$ cat config.mk
export PLATFORM = sky130hd
export DESIGN_NAME = legv8_control_unit_flat
export DESIGN_NICKNAME = d
export VERILOG_FILES = /design/src/rtl/legv8_ctrl_pkg.sv /design/src/rtl/legv8_control_unit_if.sv /design/src/rtl/legv8_cond_eval.sv /design/src/rtl/legv8_control_unit.sv /design/src/flat_wrapper.sv
export SDC_FILE = /design/constraint.sdc
export NUM_CORES = 1
export LEC_CHECK = 0
export CAP_MARGIN = 10
export CORE_AREA = 2 2 97 99
export CTS_CLUSTER_SIZE = 28
export DETAILED_ROUTE_END_ITERATION = 6
export DIE_AREA = 0 0 99 101
export PLACE_DENSITY = 0.93
export SLEW_MARGIN = 0
export SYNTH_ARGS = -nofsm -noshare
export SYNTH_HDL_FRONTEND = slang
export SYNTH_SLANG_ARGS = --single-unit
export TNS_END_PERCENT = 100
$ cat constraint.sdc
create_clock -name clock -period 10.9 [get_ports clock]
set_clock_uncertainty 0.2 [all_clocks]
set_input_delay 2.725 -clock clock [delete_from_list [all_inputs] [get_ports clock]]
set_output_delay 2.725 -clock clock [all_outputs]
set_load 0.01 [all_outputs]
$ cat src/rtl/legv8_ctrl_pkg.sv
// Shared encodings for the LEGv8 multicycle control unit: sequencer states,
// ALU function selects, PC/data source selects, opcodes, condition codes and
// the bit offsets of each field inside the 96-bit control word.
package legv8_ctrl_pkg;

  typedef enum logic [2:0] {
    ST_IDLE,
    ST_FETCH,
    ST_EXEC,
    ST_BRANCH,
    ST_HALTED
  } state_t;

  // ALU function selects
  localparam logic [4:0] FS_AND   = 5'b00000;
  localparam logic [4:0] FS_OR    = 5'b00100;
  localparam logic [4:0] FS_ADD   = 5'b01000;
  localparam logic [4:0] FS_SUB   = 5'b01001;
  localparam logic [4:0] FS_PASSA = 5'b11000;

  // Next-PC selects
  localparam logic [1:0] PS_HOLD = 2'b00;
  localparam logic [1:0] PS_INC  = 2'b01;
  localparam logic [1:0] PS_JUMP = 2'b10;
  localparam logic [1:0] PS_REL  = 2'b11;

  // Register-file write-data selects
  localparam logic [1:0] DS_ALU  = 2'b00;
  localparam logic [1:0] DS_REGB = 2'b01;
  localparam logic [1:0] DS_PC   = 2'b10;
  localparam logic [1:0] DS_MEM  = 2'b11;

  // R- and D-format opcodes occupy IR[31:21]
  localparam logic [10:0] OP_ADD  = 11'b10001011000;
  localparam logic [10:0] OP_SUB  = 11'b11001011000;
  localparam logic [10:0] OP_AND  = 11'b10001010000;
  localparam logic [10:0] OP_ORR  = 11'b10101010000;
  localparam logic [10:0] OP_ADDS = 11'b10101011000;
  localparam logic [10:0] OP_SUBS = 11'b11101011000;
  localparam logic [10:0] OP_LDUR = 11'b11111000010;
  localparam logic [10:0] OP_STUR = 11'b11111000000;
  // I-format opcodes use only IR[31:22]; the low opcode bit belongs to the immediate
  localparam logic [9:0]  OP_ADDI = 10'b1001000100;
  localparam logic [9:0]  OP_SUBI = 10'b1101000100;
  // B uses IR[31:26]; CB formats use IR[31:24]
  localparam logic [5:0]  OP_B     = 6'b000101;
  localparam logic [7:0]  OP_BCOND = 8'b01010100;
  localparam logic [7:0]  OP_CBZ   = 8'b10110100;

  // Condition codes in IR[3:0] of B.cond
  localparam logic [3:0] COND_EQ = 4'd0;
  localparam logic [3:0] COND_NE = 4'd1;
  localparam logic [3:0] COND_HS = 4'd2;
  localparam logic [3:0] COND_LO = 4'd3;
  localparam logic [3:0] COND_MI = 4'd4;
  localparam logic [3:0] COND_PL = 4'd5;
  localparam logic [3:0] COND_VS = 4'd6;
  localparam logic [3:0] COND_VC = 4'd7;
  localparam logic [3:0] COND_HI = 4'd8;
  localparam logic [3:0] COND_LS = 4'd9;
  localparam logic [3:0] COND_GE = 4'd10;
  localparam logic [3:0] COND_LT = 4'd11;
  localparam logic [3:0] COND_GT = 4'd12;
  localparam logic [3:0] COND_LE = 4'd13;
  localparam logic [3:0] COND_AL = 4'd14;

  // Low bit position of each control-word field (MSB-first layout)
  localparam int CW_WRITE      = 95;
  localparam int CW_AA         = 90;
  localparam int CW_BA         = 85;
  localparam int CW_DA         = 80;
  localparam int CW_K          = 16;
  localparam int CW_FS         = 11;
  localparam int CW_BSEL       = 10;
  localparam int CW_CIN        = 9;
  localparam int CW_LOADSTATUS = 8;
  localparam int CW_RAMWRITE   = 7;
  localparam int CW_PCSEL      = 6;
  localparam int CW_PS         = 4;
  localparam int CW_LOADIR     = 3;
  localparam int CW_AS         = 2;
  localparam int CW_DS         = 0;

endpackage

$ cat src/rtl/legv8_control_unit_if.sv
// Bus between the control unit and the datapath. The datapath side (master)
// supplies start, the instruction register and flags; the control unit
// (slave) returns the control word and its status outputs.
interface legv8_control_unit_if;
  logic        start;
  logic [31:0] IR;
  logic [3:0]  status;
  logic [95:0] controlWord;
  logic        busy;
  logic        halted;
  logic        fault;
  logic [31:0] instret;

  modport master (
    output start, IR, status,
    input  controlWord, busy, halted, fault, instret
  );

  modport slave (
    input  start, IR, status,
    output controlWord, busy, halted, fault, instret
  );
endinterface

$ cat src/rtl/legv8_cond_eval.sv
// Evaluates an ARM B.cond condition code against the {V,C,N,Z} flags.
module legv8_cond_eval
  import legv8_ctrl_pkg::*;
(
  input  logic [3:0] cond,
  input  logic [3:0] status,
  output logic       taken
);

  logic flag_v, flag_c, flag_n, flag_z;
  assign {flag_v, flag_c, flag_n, flag_z} = status;

  // Condition lookup; code 15 falls into the default and is treated as always
  always_comb begin
    taken = 1'b1;
    case (cond)
      COND_EQ: taken = flag_z;
      COND_NE: taken = !flag_z;
      COND_HS: taken = flag_c;
      COND_LO: taken = !flag_c;
      COND_MI: taken = flag_n;
      COND_PL: taken = !flag_n;
      COND_VS: taken = flag_v;
      COND_VC: taken = !flag_v;
      COND_HI: taken = flag_c && !flag_z;
      COND_LS: taken = !(flag_c && !flag_z);
      COND_GE: taken = (flag_n == flag_v);
      COND_LT: taken = (flag_n != flag_v);
      COND_GT: taken = !flag_z && (flag_n == flag_v);
      COND_LE: taken = !(!flag_z && (flag_n == flag_v));
      COND_AL: taken = 1'b1;
      default: taken = 1'b1;
    endcase
  end

endmodule

$ cat src/rtl/legv8_control_unit.sv
// Multicycle sequencer for the LEGv8 datapath. Steps FETCH -> EXEC (-> BRANCH
// for CBZ), decodes IR into the 96-bit control word, counts retired
// instructions and latches a sticky fault on undecodable instructions.
module legv8_control_unit
  import legv8_ctrl_pkg::*;
(
  input  logic                 clock,
  input  logic                 reset,
  legv8_control_unit_if.slave  bus
);

  state_t      state;
  logic        busy_q, halted_q, fault_q;
  logic [31:0] instret_q;

  logic [95:0] exec_word, branch_word, cw;
  logic        exec_legal, exec_cbz, cond_taken;
  logic [10:0] op11;
  logic [63:0] k_imm, k_mem, k_b, k_cb;

  assign op11  = bus.IR[31:21];
  assign k_imm = {52'd0, bus.IR[21:10]};
  assign k_mem = {{55{bus.IR[20]}}, bus.IR[20:12]};
  assign k_b   = {{36{bus.IR[25]}}, bus.IR[25:0], 2'b00};
  assign k_cb  = {{43{bus.IR[23]}}, bus.IR[23:5], 2'b00};

  legv8_cond_eval u_cond_eval (
    .cond   (bus.IR[3:0]),
    .status (bus.status),
    .taken  (cond_taken)
  );

  // Decode the EXEC control word; HALT and unknown encodings give an all-zero word
  always_comb begin
    exec_word = '0;
    exec_word[CW_PS +: 2] = PS_INC;
    exec_legal = 1'b1;
    exec_cbz   = 1'b0;
    if (bus.IR == 32'd0) begin
      exec_word  = '0;
      exec_legal = 1'b0;
    end else if (op11 inside {OP_ADD, OP_SUB, OP_AND, OP_ORR, OP_ADDS, OP_SUBS}) begin
      exec_word[CW_WRITE]    = 1'b1;
      exec_word[CW_AA +: 5]  = bus.IR[9:5];
      exec_word[CW_BA +: 5]  = bus.IR[20:16];
      exec_word[CW_DA +: 5]  = bus.IR[4:0];
      exec_word[CW_DS +: 2]  = DS_ALU;
      case (op11)
        OP_SUB, OP_SUBS: begin
          exec_word[CW_FS +: 5] = FS_SUB;
          exec_word[CW_CIN]     = 1'b1;
        end
        OP_AND:  exec_word[CW_FS +: 5] = FS_AND;
        OP_ORR:  exec_word[CW_FS +: 5] = FS_OR;
        default: exec_word[CW_FS +: 5] = FS_ADD;
      endcase
      exec_word[CW_LOADSTATUS] = (op11 == OP_ADDS) || (op11 == OP_SUBS);
    end else if (bus.IR[31:22] == OP_ADDI || bus.IR[31:22] == OP_SUBI) begin
      exec_word[CW_WRITE]    = 1'b1;
      exec_word[CW_AA +: 5]  = bus.IR[9:5];
      exec_word[CW_BA +: 5]  = bus.IR[20:16];
      exec_word[CW_DA +: 5]  = bus.IR[4:0];
      exec_word[CW_K +: 64]  = k_imm;
      exec_word[CW_BSEL]     = 1'b1;
      exec_word[CW_FS +: 5]  = (bus.IR[31:22] == OP_SUBI) ? FS_SUB : FS_ADD;
      exec_word[CW_CIN]      = (bus.IR[31:22] == OP_SUBI);
    end else if (op11 == OP_LDUR) begin
      exec_word[CW_WRITE]    = 1'b1;
      exec_word[CW_AA +: 5]  = bus.IR[9:5];
      exec_word[CW_DA +: 5]  = bus.IR[4:0];
      exec_word[CW_K +: 64]  = k_mem;
      exec_word[CW_BSEL]     = 1'b1;
      exec_word[CW_FS +: 5]  = FS_ADD;
      exec_word[CW_DS +: 2]  = DS_MEM;
    end else if (op11 == OP_STUR) begin
      exec_word[CW_AA +: 5]  = bus.IR[9:5];
      exec_word[CW_BA +: 5]  = bus.IR[4:0];
      exec_word[CW_K +: 64]  = k_mem;
      exec_word[CW_BSEL]     = 1'b1;
      exec_word[CW_FS +: 5]  = FS_ADD;
      exec_word[CW_DS +: 2]  = DS_REGB;
      exec_word[CW_RAMWRITE] = 1'b1;
    end else if (bus.IR[31:26] == OP_B) begin
      exec_word[CW_K +: 64]  = k_b;
      exec_word[CW_PS +: 2]  = PS_REL;
    end else if (bus.IR[31:24] == OP_BCOND) begin
      exec_word[CW_K +: 64]  = k_cb;
      exec_word[CW_PS +: 2]  = cond_taken ? PS_REL : PS_INC;
    end else if (bus.IR[31:24] == OP_CBZ) begin
      exec_word[CW_AA +: 5]    = bus.IR[4:0];
      exec_word[CW_FS +: 5]    = FS_PASSA;
      exec_word[CW_LOADSTATUS] = 1'b1;
      exec_word[CW_PS +: 2]    = PS_HOLD;
      exec_cbz                 = 1'b1;
    end else begin
      exec_word  = '0;
      exec_legal = 1'b0;
    end
  end

  // CBZ resolve word: relative branch when the flags written in EXEC show zero
  always_comb begin
    branch_word = '0;
    branch_word[CW_K +: 64] = k_cb;
    branch_word[CW_PS +: 2] = bus.status[0] ? PS_REL : PS_INC;
  end

  // Select the word for the current state; IDLE and HALTED drive a safe NOP
  always_comb begin
    cw = '0;
    case (state)
      ST_FETCH: begin
        cw[CW_AS]       = 1'b1;
        cw[CW_LOADIR]   = 1'b1;
        cw[CW_PS +: 2]  = PS_HOLD;
      end
      ST_EXEC:   cw = exec_word;
      ST_BRANCH: cw = branch_word;
      default:   cw = '0;
    endcase
  end

  // Sequencer with registered status outputs and retired-instruction counter
  always_ff @(posedge clock or negedge reset) begin
    if (!reset) begin
      state     <= ST_IDLE;
      busy_q    <= 1'b0;
      halted_q  <= 1'b0;
      fault_q   <= 1'b0;
      instret_q <= 32'd0;
    end else begin
      case (state)
        ST_IDLE, ST_HALTED: begin
          if (bus.start) begin
            state    <= ST_FETCH;
            busy_q   <= 1'b1;
            halted_q <= 1'b0;
          end
        end
        ST_FETCH: state <= ST_EXEC;
        ST_EXEC: begin
          if (!exec_legal) begin
            state    <= ST_HALTED;
            busy_q   <= 1'b0;
            halted_q <= 1'b1;
            if (bus.IR != 32'd0) fault_q <= 1'b1;
          end else begin
            state     <= exec_cbz ? ST_BRANCH : ST_FETCH;
            instret_q <= instret_q + 32'd1;
          end
        end
        ST_BRANCH: state <= ST_FETCH;
        default: begin
          state    <= ST_IDLE;
          busy_q   <= 1'b0;
          halted_q <= 1'b0;
        end
      endcase
    end
  end

  assign bus.controlWord = cw;
  assign bus.busy        = busy_q;
  assign bus.halted      = halted_q;
  assign bus.fault       = fault_q;
  assign bus.instret     = instret_q;

endmodule

$ cat src/flat_wrapper.sv
// flat-port wrapper written by rule: the top's interface ports become plain ports
module legv8_control_unit_flat import legv8_ctrl_pkg::*;
  (clock, reset, bus_start, bus_IR, bus_status, bus_controlWord, bus_busy, bus_halted, bus_fault, bus_instret);
  legv8_control_unit_if bus_i ();
  input  logic clock;
  input  logic reset;
  input wire logic [$bits(bus_i.start)-1:0] bus_start;
  input wire logic [$bits(bus_i.IR)-1:0] bus_IR;
  input wire logic [$bits(bus_i.status)-1:0] bus_status;
  output wire logic [$bits(bus_i.controlWord)-1:0] bus_controlWord;
  output wire logic [$bits(bus_i.busy)-1:0] bus_busy;
  output wire logic [$bits(bus_i.halted)-1:0] bus_halted;
  output wire logic [$bits(bus_i.fault)-1:0] bus_fault;
  output wire logic [$bits(bus_i.instret)-1:0] bus_instret;
  assign bus_i.start = bus_start;
  assign bus_i.IR = bus_IR;
  assign bus_i.status = bus_status;
  assign bus_controlWord = bus_i.controlWord;
  assign bus_busy = bus_i.busy;
  assign bus_halted = bus_i.halted;
  assign bus_fault = bus_i.fault;
  assign bus_instret = bus_i.instret;
  legv8_control_unit u_core (.clock(clock), .reset(reset), .bus(bus_i));
endmodule
==> results of run 1 <==
==> logic make-up after synthesis <==
family          share of synthesized area (%)
compound gates                           30.0
xor+xnor                                 7.17
fa+ha+maj                               0.320
buf+inv                                  12.5
flops                                    24.3
mux                                      1.09
other cells                            0.0960
simple gates                             24.5
==> worst reg2reg max path, stage by stage, from the launching register on <==
cell and delay, ps:
sky130_fd_sc_hd__dfrtp_1 440, sky130_fd_sc_hd__nand2b_1 250, sky130_fd_sc_hd__nor2_1 400, sky130_fd_sc_hd__nand4_1 820, sky130_fd_sc_hd__a2111oi_1 810, sky130_fd_sc_hd__xor2_1 130
==> routing by layer <==
layer	routed length, um	vias to the layer above
met4	248	0
met1	5150	1959
met3	1050	30
met2	6370	232
met5	0	-
li1	-	1902
==> final timing paths <==
check / slack (ps) / end / depth (start not counted)
setup reg to reg: 7700 / u_core.bus.instret[31]$_DFFE_PN0N_ / 5
hold reg to reg: 280 / u_core.bus.instret[31]$_DFFE_PN0N_ / 1
max in group asynchronous: 7610 / u_core.bus.instret[28]$_DFFE_PN0N_ / 1
setup / recovery: 1230 / bus_controlWord[70] / 8
hold / removal: 280 / u_core.bus.instret[31]$_DFFE_PN0N_ / 1
min in group asynchronous: 2340 / u_core.bus.instret[30]$_DFFE_PN0N_ / 1
==> placed cells by master, fill, tap and decap left out, types with 3 or more instances in the layout <==
master / instances
sky130_fd_sc_hd__nor4_1: 8
sky130_fd_sc_hd__a2111oi_1: 3
sky130_fd_sc_hd__clkbuf_8: 6
sky130_fd_sc_hd__o21a_1: 7
sky130_fd_sc_hd__nand3_1: 18
sky130_fd_sc_hd__or2_2: 3
sky130_fd_sc_hd__nand2b_1: 8
sky130_fd_sc_hd__a32oi_1: 3
sky130_fd_sc_hd__nor2b_1: 12
sky130_fd_sc_hd__a21oi_1: 20
sky130_fd_sc_hd__dfrtp_1: 38
sky130_fd_sc_hd__o221ai_1: 5
sky130_fd_sc_hd__nor3_1: 9
sky130_fd_sc_hd__clkdlybuf4s50_1: 166
sky130_fd_sc_hd__a2111oi_2: 8
sky130_fd_sc_hd__xnor2_1: 6
sky130_fd_sc_hd__nor2_1: 40
sky130_fd_sc_hd__nand2_1: 39
sky130_fd_sc_hd__a31oi_1: 5
sky130_fd_sc_hd__nand4_1: 10
sky130_fd_sc_hd__and3_1: 6
sky130_fd_sc_hd__a211oi_1: 13
sky130_fd_sc_hd__inv_1: 7
sky130_fd_sc_hd__o21ai_0: 28
sky130_fd_sc_hd__xor2_1: 26
sky130_fd_sc_hd__a22oi_1: 13
sky130_fd_sc_hd__o31ai_1: 5
sky130_fd_sc_hd__nor3b_1: 3
sky130_fd_sc_hd__a2111oi_4: 7
sky130_fd_sc_hd__and2_1: 7
sky130_fd_sc_hd__o211ai_1: 5
==> per-stage QoR <==
stage               power (uW)  util [%]  worst slack [ps]  hold WS [ps]  area [sq um]
CTS                        501      59.8              1300           276          5370
global route               527      59.8               952           313          5370
finish                     501      59.8              1230           275          5370
floorplan                  302         -              1680           304          3910
detailed placement         402      58.8              1300           261          5280
global placement           394      58.8              1610           260          5280
==> power breakdown <==
group	total [uW]	internal (uW)	leakage (uW)	switching, uW
combinational	228	107	0.00137	121
sequential	174	153	0.000491	20.6
clock	99.2	51.0	0.0000482	48.1
==> state kept, by name (all words and copies together), names as in the netlist <==
signal	cells
u_core.bus.instret	32
u_core.state	3
u_core.bus.halted	1
u_core.bus.busy	1
u_core.bus.fault	1
==> cell type report <==
class | count | share of cell area [%]
Tap cell | 111 | 2.59
Multi-Input combinational cell | 355 | 46.2
Clock buffer | 7 | 1.61
Sequential cell | 38 | 17.7
Timing Repair Buffer | 169 | 31.3
Clock inverter | 1 | 0.0932
Inverter | 7 | 0.489
==> tab_implementation.tex, run 1 <==
\begin{tabular}{lr}
\hline
Metric & Value \\
\hline
\multicolumn{2}{l}{\textbf{Logic synthesis}} \\
\quad Count of flip-flops with a built-in enable after synthesis & 0 \\
\quad Most common library cells after synthesis & 41 x sky130\_fd\_sc\_hd\_\_buf\_4, 40 x sky130\_fd\_sc\_hd\_\_nor2\_1, 39 x sky130\_fd\_sc\_hd\_\_nand2\_1 \\
\quad Post-synthesis instance area & 3910 sq um \\
\quad Most area-hungry cell type in the Yosys netlist & sky130\_fd\_sc\_hd\_\_dfrtp\_1 \\
\quad Portion of synthesized cell area occupied by the leading cell type & 24.3\% \\
\quad Post-synthesis area per instance & 8.33 sq um \\
\quad Commonest register cell after synthesis & sky130\_fd\_sc\_hd\_\_dfrtp\_1 \\
\quad Number of storage elements in the synthesis netlist & 38 \\
\quad Top cells by area, synth & sky130\_fd\_sc\_hd\_\_dfrtp\_1 24\%, sky130\_fd\_sc\_hd\_\_buf\_4 7.9\%, sky130\_fd\_sc\_hd\_\_xor2\_1 5.8\% \\
\quad Library cell with the highest instance count after synthesis & sky130\_fd\_sc\_hd\_\_buf\_4 \\
\quad Async set or reset register ratio after synthesis & 100\% \\
\quad Count of mapped cells out of synthesis & 469 \\
\quad Register area share after synthesis & 24.3\% \\
\quad Distinct cells, synth & 63 \\
\quad Yosys warns & 0 \\
\multicolumn{2}{l}{\textbf{Drt}} \\
\quad DR DRC count & 0 \\
\quad Detailed-routing iteration count for the pre-antenna-repair pass & 6 \\
\quad Iter 0 DRT Violations & 418 \\
\quad Antenna violation net count after detailed routing & 0 \\
\quad Average routed wire per standard cell & 18.6 um \\
\quad Vias & 4,123 \\
\quad Post-Route WL & 12.8 mm \\
\quad Via density per instance & 5.99 \\
\multicolumn{2}{l}{\textbf{Critical path}} \\
\quad Setup crit start & bus\_IR[30] \\
\quad Critical Path Sink Type & output pin \\
\quad Arrival time of data at the critical path endpoint & 6740 ps \\
\quad Family with the most delay on the worst path & buffers and inverters \\
\quad CP max-delay cell & sky130\_fd\_sc\_hd\_\_o21ai\_2 \\
\quad Top fanout value on the critical path & 37 \\
\quad Maximum single-stage delay on the critical path & 1120 ps \\
\quad Crit path top cell by count & sky130\_fd\_sc\_hd\_\_clkdlybuf4s50\_1 \\
\quad Kind of launch point of the worst setup path & primary input \\
\quad Buf+Inv Stages, Crit Path & 3 \\
\quad Crit-path cells & clkdlybuf4s50\_1 > nor2\_1 > nand2\_1 > o31ai\_2 > buf\_4 > nand2b\_1 > o21ai\_2 > clkdlybuf4s50\_1 \\
\quad Startpoint of the lowest-slack register-to-register path & u\_core.state[2]\$\_DFFE\_PN0N\_ \\
\quad Worst Path Class, Setup & in2out \\
\quad Worst path required time & 7980 ps \\
\multicolumn{2}{l}{\textbf{Timing}} \\
\quad Post-route minimum period & 9670 ps \\
\quad Final Hold Violating Endpoints & 0 \\
\quad Setup TNS & 0 ps \\
\quad Highest Clock Rate & 103 MHz \\
\quad Final period utilization & 88.7\% \\
\quad Number of max-slew violations in the final report & 0 \\
\quad Slew at the pin closest to its max-slew limit & 1120 ps \\
\quad Worst slew margin & 25.6\% \\
\quad Setup repair after global routing missed its margin & no \\
\quad Final setup viols & 0 \\
\multicolumn{2}{l}{\textbf{Pwr}} \\
\quad Power per Cell Area & 93.4 nW/um\^{}2 \\
\quad Static power due to leakage & 0.00191 uW \\
\quad Peak supply drop & 0.0460 mV \\
\multicolumn{2}{l}{\textbf{GRT}} \\
\quad Peak-usage layer in the global routing report & met2 \\
\quad GRT met1 Usage & 32.1\% \\
\quad Remaining global-route overflow & 0 \\
\quad Number of antenna violations at the first check in global routing & 0 \\
\quad Met2 global-route usage & 41.3\% \\
\quad First-pass GRT wire length & 20.1 mm \\
\quad Via count of the first global-routing pass & 3,973 \\
\quad Met3 track demand over resource in global routing & 4.09\% \\
\quad Maximum number of pins on one net before global-route repair & 39 \\
\quad Aggregate global-route resource usage & 24.4\% \\
\multicolumn{2}{l}{\textbf{Placement}} \\
\quad Instance count after placement with tap cells included & 680 \\
\quad GP Congestion & 0.977 \\
\quad IO buf count & 167 \\
\quad HPWL after detailed placement & 9.44 mm \\
\multicolumn{2}{l}{\textbf{Floorplanning}} \\
\quad Starting density of the core & 43.5\% \\
\quad Height of the chip & 101 um \\
\quad Core footprint & 8980 sq um \\
\quad Std-Cell Rows & 35 \\
\quad Die Footprint & 10000 sq um \\
\quad Die X-Extent & 99 um \\
\quad IO Count & 170 \\
\multicolumn{2}{l}{\textbf{Clock tree}} \\
\quad Root buffer selected by CTS & sky130\_fd\_sc\_hd\_\_clkbuf\_8 \\
\quad CTS Hold Bufs & 0 \\
\quad Inserted Clock Buffers & 5 \\
\quad Number of buffers added for setup after CTS & 0 \\
\quad Clk\_lat worst skew & 280 ps \\
\quad Clk pin slew, worst setup/hold paths & 70 ps \\
\quad Number of cells upsized or downsized after cts & 0 \\
\quad H-tree depth reported by CTS & 2 \\
\quad Count of clock tree sinks & 38 \\
\quad Number of buffers on the longest clock path & 2 \\
\quad CTS tree & done \\
\multicolumn{2}{l}{\textbf{Min path}} \\
\quad Hold wc startpoint & u\_core.bus.instret[31]\$\_DFFE\_PN0N\_ \\
\quad Min-delay worst type & reg2reg \\
\multicolumn{2}{l}{\textbf{Status}} \\
\quad Run status & finished, final reports clean \\
\multicolumn{2}{l}{\textbf{Final layout}} \\
\quad Layout overhead on the synthesized area & 37.4\% \\
\quad Fraction of layout cells with a size suffix above 1 & 7.11\% \\
\quad Filler cell count & 787 \\
\quad Combined area of the multi-input logic cells & 2480 sq um \\
\quad Number of cells in the finished layout apart from fillers & 688 \\
\quad Register cell area after layout & 951 sq um \\
\quad Final \#Nets & 616 \\
\quad Diode count & 0 \\
\multicolumn{2}{l}{\textbf{Flow run}} \\
\quad Max Cap Violations & 0 \\
\hline
\end{tabular}
No activity file was read; power rests on OpenSTA's default activity.
==> run 2: changes to the inputs <==
Settings changed: ABC_AREA from default to 1, HOLD_SLACK_MARGIN from default to 0.05, PLACE_DENSITY 0.93 to 0.95.
==> run 2 against run 1 <==
- synthesized cell count is 53% higher
- die area stayed put
- combinational power is 34% higher
- critical path depth is 3 higher
- register-to-register slack better by 470 ps
- final cell count is 38% higher
- sequential power is 7% higher
- global-route usage is 2.9 points higher
- core utilization is 3.6 points higher
- area after synthesis is 6.6% higher
- critical endpoint is now bus_controlWord[48]
==> tab_implementation.tex, run 2 <==
\begin{tabular}{lr}
\hline
Metric & Value \\
\hline
\multicolumn{2}{l}{\textbf{Logic synthesis}} \\
\quad Most area-hungry cell type in the Yosys netlist & sky130\_fd\_sc\_hd\_\_dfrtp\_1 \\
\quad Most common library cells after synthesis & 231 x sky130\_fd\_sc\_hd\_\_nand2\_1, 78 x sky130\_fd\_sc\_hd\_\_inv\_1, 78 x sky130\_fd\_sc\_hd\_\_nor2\_1 \\
\quad Portion of synthesized cell area occupied by the leading cell type & 22.8\% \\
\quad Post-synthesis instance area & 4160 sq um \\
\quad Yosys warns & 0 \\
\quad Distinct cells, synth & 32 \\
\quad Top cells by area, synth & sky130\_fd\_sc\_hd\_\_dfrtp\_1 23\%, sky130\_fd\_sc\_hd\_\_nand2\_1 21\%, sky130\_fd\_sc\_hd\_\_buf\_4 7.2\% \\
\quad Count of mapped cells out of synthesis & 718 \\
\quad Post-synthesis area per instance & 5.80 sq um \\
\quad Count of flip-flops with a built-in enable after synthesis & 0 \\
\quad Commonest register cell after synthesis & sky130\_fd\_sc\_hd\_\_dfrtp\_1 \\
\quad Async set or reset register ratio after synthesis & 100\% \\
\quad Library cell with the highest instance count after synthesis & sky130\_fd\_sc\_hd\_\_nand2\_1 \\
\quad Number of storage elements in the synthesis netlist & 38 \\
\quad Register area share after synthesis & 22.8\% \\
\multicolumn{2}{l}{\textbf{Timing}} \\
\quad Final Hold Violating Endpoints & 0 \\
\quad Post-route minimum period & 9440 ps \\
\quad Final period utilization & 86.6\% \\
\quad Number of max-slew violations in the final report & 0 \\
\quad Setup TNS & 0 ps \\
\quad Setup repair after global routing missed its margin & no \\
\quad Slack of the critical path & 1460 ps \\
\quad Worst slew margin & 28.9\% \\
\quad Slew at the pin closest to its max-slew limit & 1060 ps \\
\quad Final setup viols & 0 \\
\quad Highest Clock Rate & 106 MHz \\
\multicolumn{2}{l}{\textbf{Critical path}} \\
\quad Startpoint of the lowest-slack register-to-register path & u\_core.state[1]\$\_DFFE\_PN0N\_ \\
\quad Endpoint of the worst-slack reg-to-reg timing path & u\_core.bus.instret[9]\$\_DFFE\_PN0N\_ \\
\quad Setup crit start & bus\_IR[29] \\
\quad Family with the most delay on the worst path & buffers and inverters \\
\quad Buf+Inv Stages, Crit Path & 4 \\
\quad Crit-path cells & clkdlybuf4s50\_1 > inv\_2 > nand2\_1 > nor2\_1 > nand2\_2 > clkinv\_1 > o21ai\_1 > a21oi\_1 > nand3\_1 > nand3\_1 > clkdlybuf4s50\_1 \\
\quad CP max-delay cell & sky130\_fd\_sc\_hd\_\_clkdlybuf4s50\_1 \\
\quad Arrival time of data at the critical path endpoint & 6510 ps \\
\quad Worst Path Class, Setup & in2out \\
\quad Reg-to-reg setup timing slack & 8170 ps \\
\quad Maximum single-stage delay on the critical path & 730 ps \\
\quad Worst path required time & 7980 ps \\
\quad Kind of launch point of the worst setup path & primary input \\
\quad Depth of the worst register-to-register path & 9 \\
\quad Top fanout value on the critical path & 37 \\
\quad Critical Path Sink Type & output pin \\
\multicolumn{2}{l}{\textbf{GRT}} \\
\quad Aggregate global-route resource usage & 27.3\% \\
\quad First-pass GRT wire length & 22.4 mm \\
\quad Number of antenna violations at the first check in global routing & 0 \\
\quad Via count of the first global-routing pass & 4,456 \\
\quad Maximum number of pins on one net before global-route repair & 40 \\
\quad Remaining global-route overflow & 0 \\
\multicolumn{2}{l}{\textbf{Final layout}} \\
\quad Diode count & 0 \\
\quad Layout overhead on the synthesized area & 36.6\% \\
\quad Most common library cell in the layout ignoring fill and taps & sky130\_fd\_sc\_hd\_\_nand2\_1 \\
\quad Combined area of the multi-input logic cells & 2520 sq um \\
\quad Commonest non-fill, non-tap cells in the layout & 231 x sky130\_fd\_sc\_hd\_\_nand2\_1, 166 x sky130\_fd\_sc\_hd\_\_clkdlybuf4s50\_1, 78 x sky130\_fd\_sc\_hd\_\_inv\_1, 78 x sky130\_fd\_sc\_hd\_\_nor2\_1, 54 x sky130\_fd\_sc\_hd\_\_o21ai\_0 \\
\quad Number of cells in the finished layout apart from fillers & 949 \\
\quad Fraction of layout cells with a size suffix above 1 & 3.34\% \\
\quad Number of flip-flops in the largest register & 32 \\
\quad Final \#Nets & 877 \\
\quad Filler cell count & 862 \\
\quad Post-route core utilization & 63.4\% \\
\quad Register cell area after layout & 951 sq um \\
\multicolumn{2}{l}{\textbf{Drt}} \\
\quad Iter 0 DRT Violations & 470 \\
\quad Average routed wire per standard cell & 15.2 um \\
\quad DR DRC count & 0 \\
\quad Detailed-routing iteration count for the pre-antenna-repair pass & 5 \\
\quad Antenna violation net count after detailed routing & 0 \\
\quad Vias & 5,137 \\
\quad Via density per instance & 5.41 \\
\quad Post-Route WL & 14.4 mm \\
\multicolumn{2}{l}{\textbf{Placement}} \\
\quad Instance count after placement with tap cells included & 941 \\
\quad Worst setup timing slack at the placement stage & 1520 ps \\
\quad HPWL after detailed placement & 11.3 mm \\
\quad IO buf count & 167 \\
\quad GP Congestion & 0.999 \\
\multicolumn{2}{l}{\textbf{Status}} \\
\quad Run status & finished, final reports clean \\
\multicolumn{2}{l}{\textbf{Clock tree}} \\
\quad CTS tree & done \\
\quad Inserted Clock Buffers & 5 \\
\quad H-tree depth reported by CTS & 2 \\
\quad Number of cells upsized or downsized after cts & 0 \\
\quad Clk\_lat worst skew & 300 ps \\
\quad Number of buffers added for setup after CTS & 0 \\
\quad Number of buffers on the longest clock path & 2 \\
\quad CTS Hold Bufs & 0 \\
\quad Clk pin slew, worst setup/hold paths & 80 ps \\
\quad Root buffer selected by CTS & sky130\_fd\_sc\_hd\_\_clkbuf\_8 \\
\quad Count of clock tree sinks & 38 \\
\multicolumn{2}{l}{\textbf{Floorplanning}} \\
\quad Die X-Extent & 99 um \\
\quad Starting density of the core & 46.4\% \\
\quad Std-Cell Rows & 35 \\
\quad Height of the chip & 101 um \\
\quad Die Footprint & 10000 sq um \\
\quad IO Count & 170 \\
\quad Core footprint & 8980 sq um \\
\multicolumn{2}{l}{\textbf{Pwr}} \\
\quad Static power due to leakage & 0.00259 uW \\
\quad Power per Cell Area & 105 nW/um\^{}2 \\
\quad Total power of the final layout & 596 uW \\
\quad Peak supply drop & 0.0845 mV \\
\multicolumn{2}{l}{\textbf{Min path}} \\
\quad Min-delay worst type & reg2reg \\
\quad Hold wc startpoint & u\_core.bus.fault\$\_DFFE\_PN0P\_ \\
\quad Worst min-delay path endpoint & u\_core.bus.fault\$\_DFFE\_PN0P\_ \\
\quad Number of cells on the worst hold path & 1 \\
\multicolumn{2}{l}{\textbf{Flow run}} \\
\quad Max Cap Violations & 0 \\
\hline
\end{tabular}
## run 2: cell types whose count changed after synthesis, sizes merged, moves of 8 or more
cell,delta
nand2,+197
inv,+74
nor2,+43
nor4,-10
nand2b,-8
nor2b,-12
nand4,+11
and2,-8
o21a,-8
a22oi,-12
nor3,+12
o21ai,+35
nand3,+35
a2111oi,-18
## run 2: through the flow
stage / hold slack, ps / cell area, sq um
detailed placement: 270 / 5590
CTS: 291 / 5690
floorplan: 282 / 4170
global placement: 255 / 5590
global route: 317 / 5690
finish: 288 / 5690
## run 2: layout make-up
class / count / share of cell area, %
clock buffer: 6 / 1.45
sequential: 38 / 16.7
clock inverter: 2 / 0.220
multi-input combinational: 541 / 44.3
inverter: 83 / 5.48
tap: 111 / 2.44
timing repair buffer: 168 / 29.4
## run 2: kinds of logic after synthesis
family	share of synthesized area, %
xor gates and xnor gates	5.05
other	0.0901
AOI/OAI and AO/OA	12.1
buffers and inverters	16.8
DFF	22.8
and+or+nand+nor	42.8
adders and majority gates	0.300
## run 2: layer usage
layer / vias to the layer above / global-route usage, % / share of wire, %
li1: 2498 / - / -
met1: 2281 / 36.2 / 41
met2: 323 / 45.8 / 47
met3: 35 / 3.68 / 9.5
met4: 0 / 9.27 / 2.8
met5: - / 0 / 0
## run 2: worst max-delay path by stage
stage | to | slack, ps | cells past startpoint
2_1_floorplan | bus_controlWord[44] | 3190 | 10
3_3_place_gp | bus_controlWord[78] | 1640 | 10
3_5_place_dp | bus_controlWord[48] | 1520 | 11
4_1_cts | bus_controlWord[48] | 1520 | 11
5_1_grt | bus_controlWord[69] | 1150 | 11
6_report | bus_controlWord[48] | 1460 | 11
## run 2: power by group
part / switching, uW / internal (uW)
combinational: 163 / 143
clock: 52.7 / 50.9
sequential: 23.3 / 164
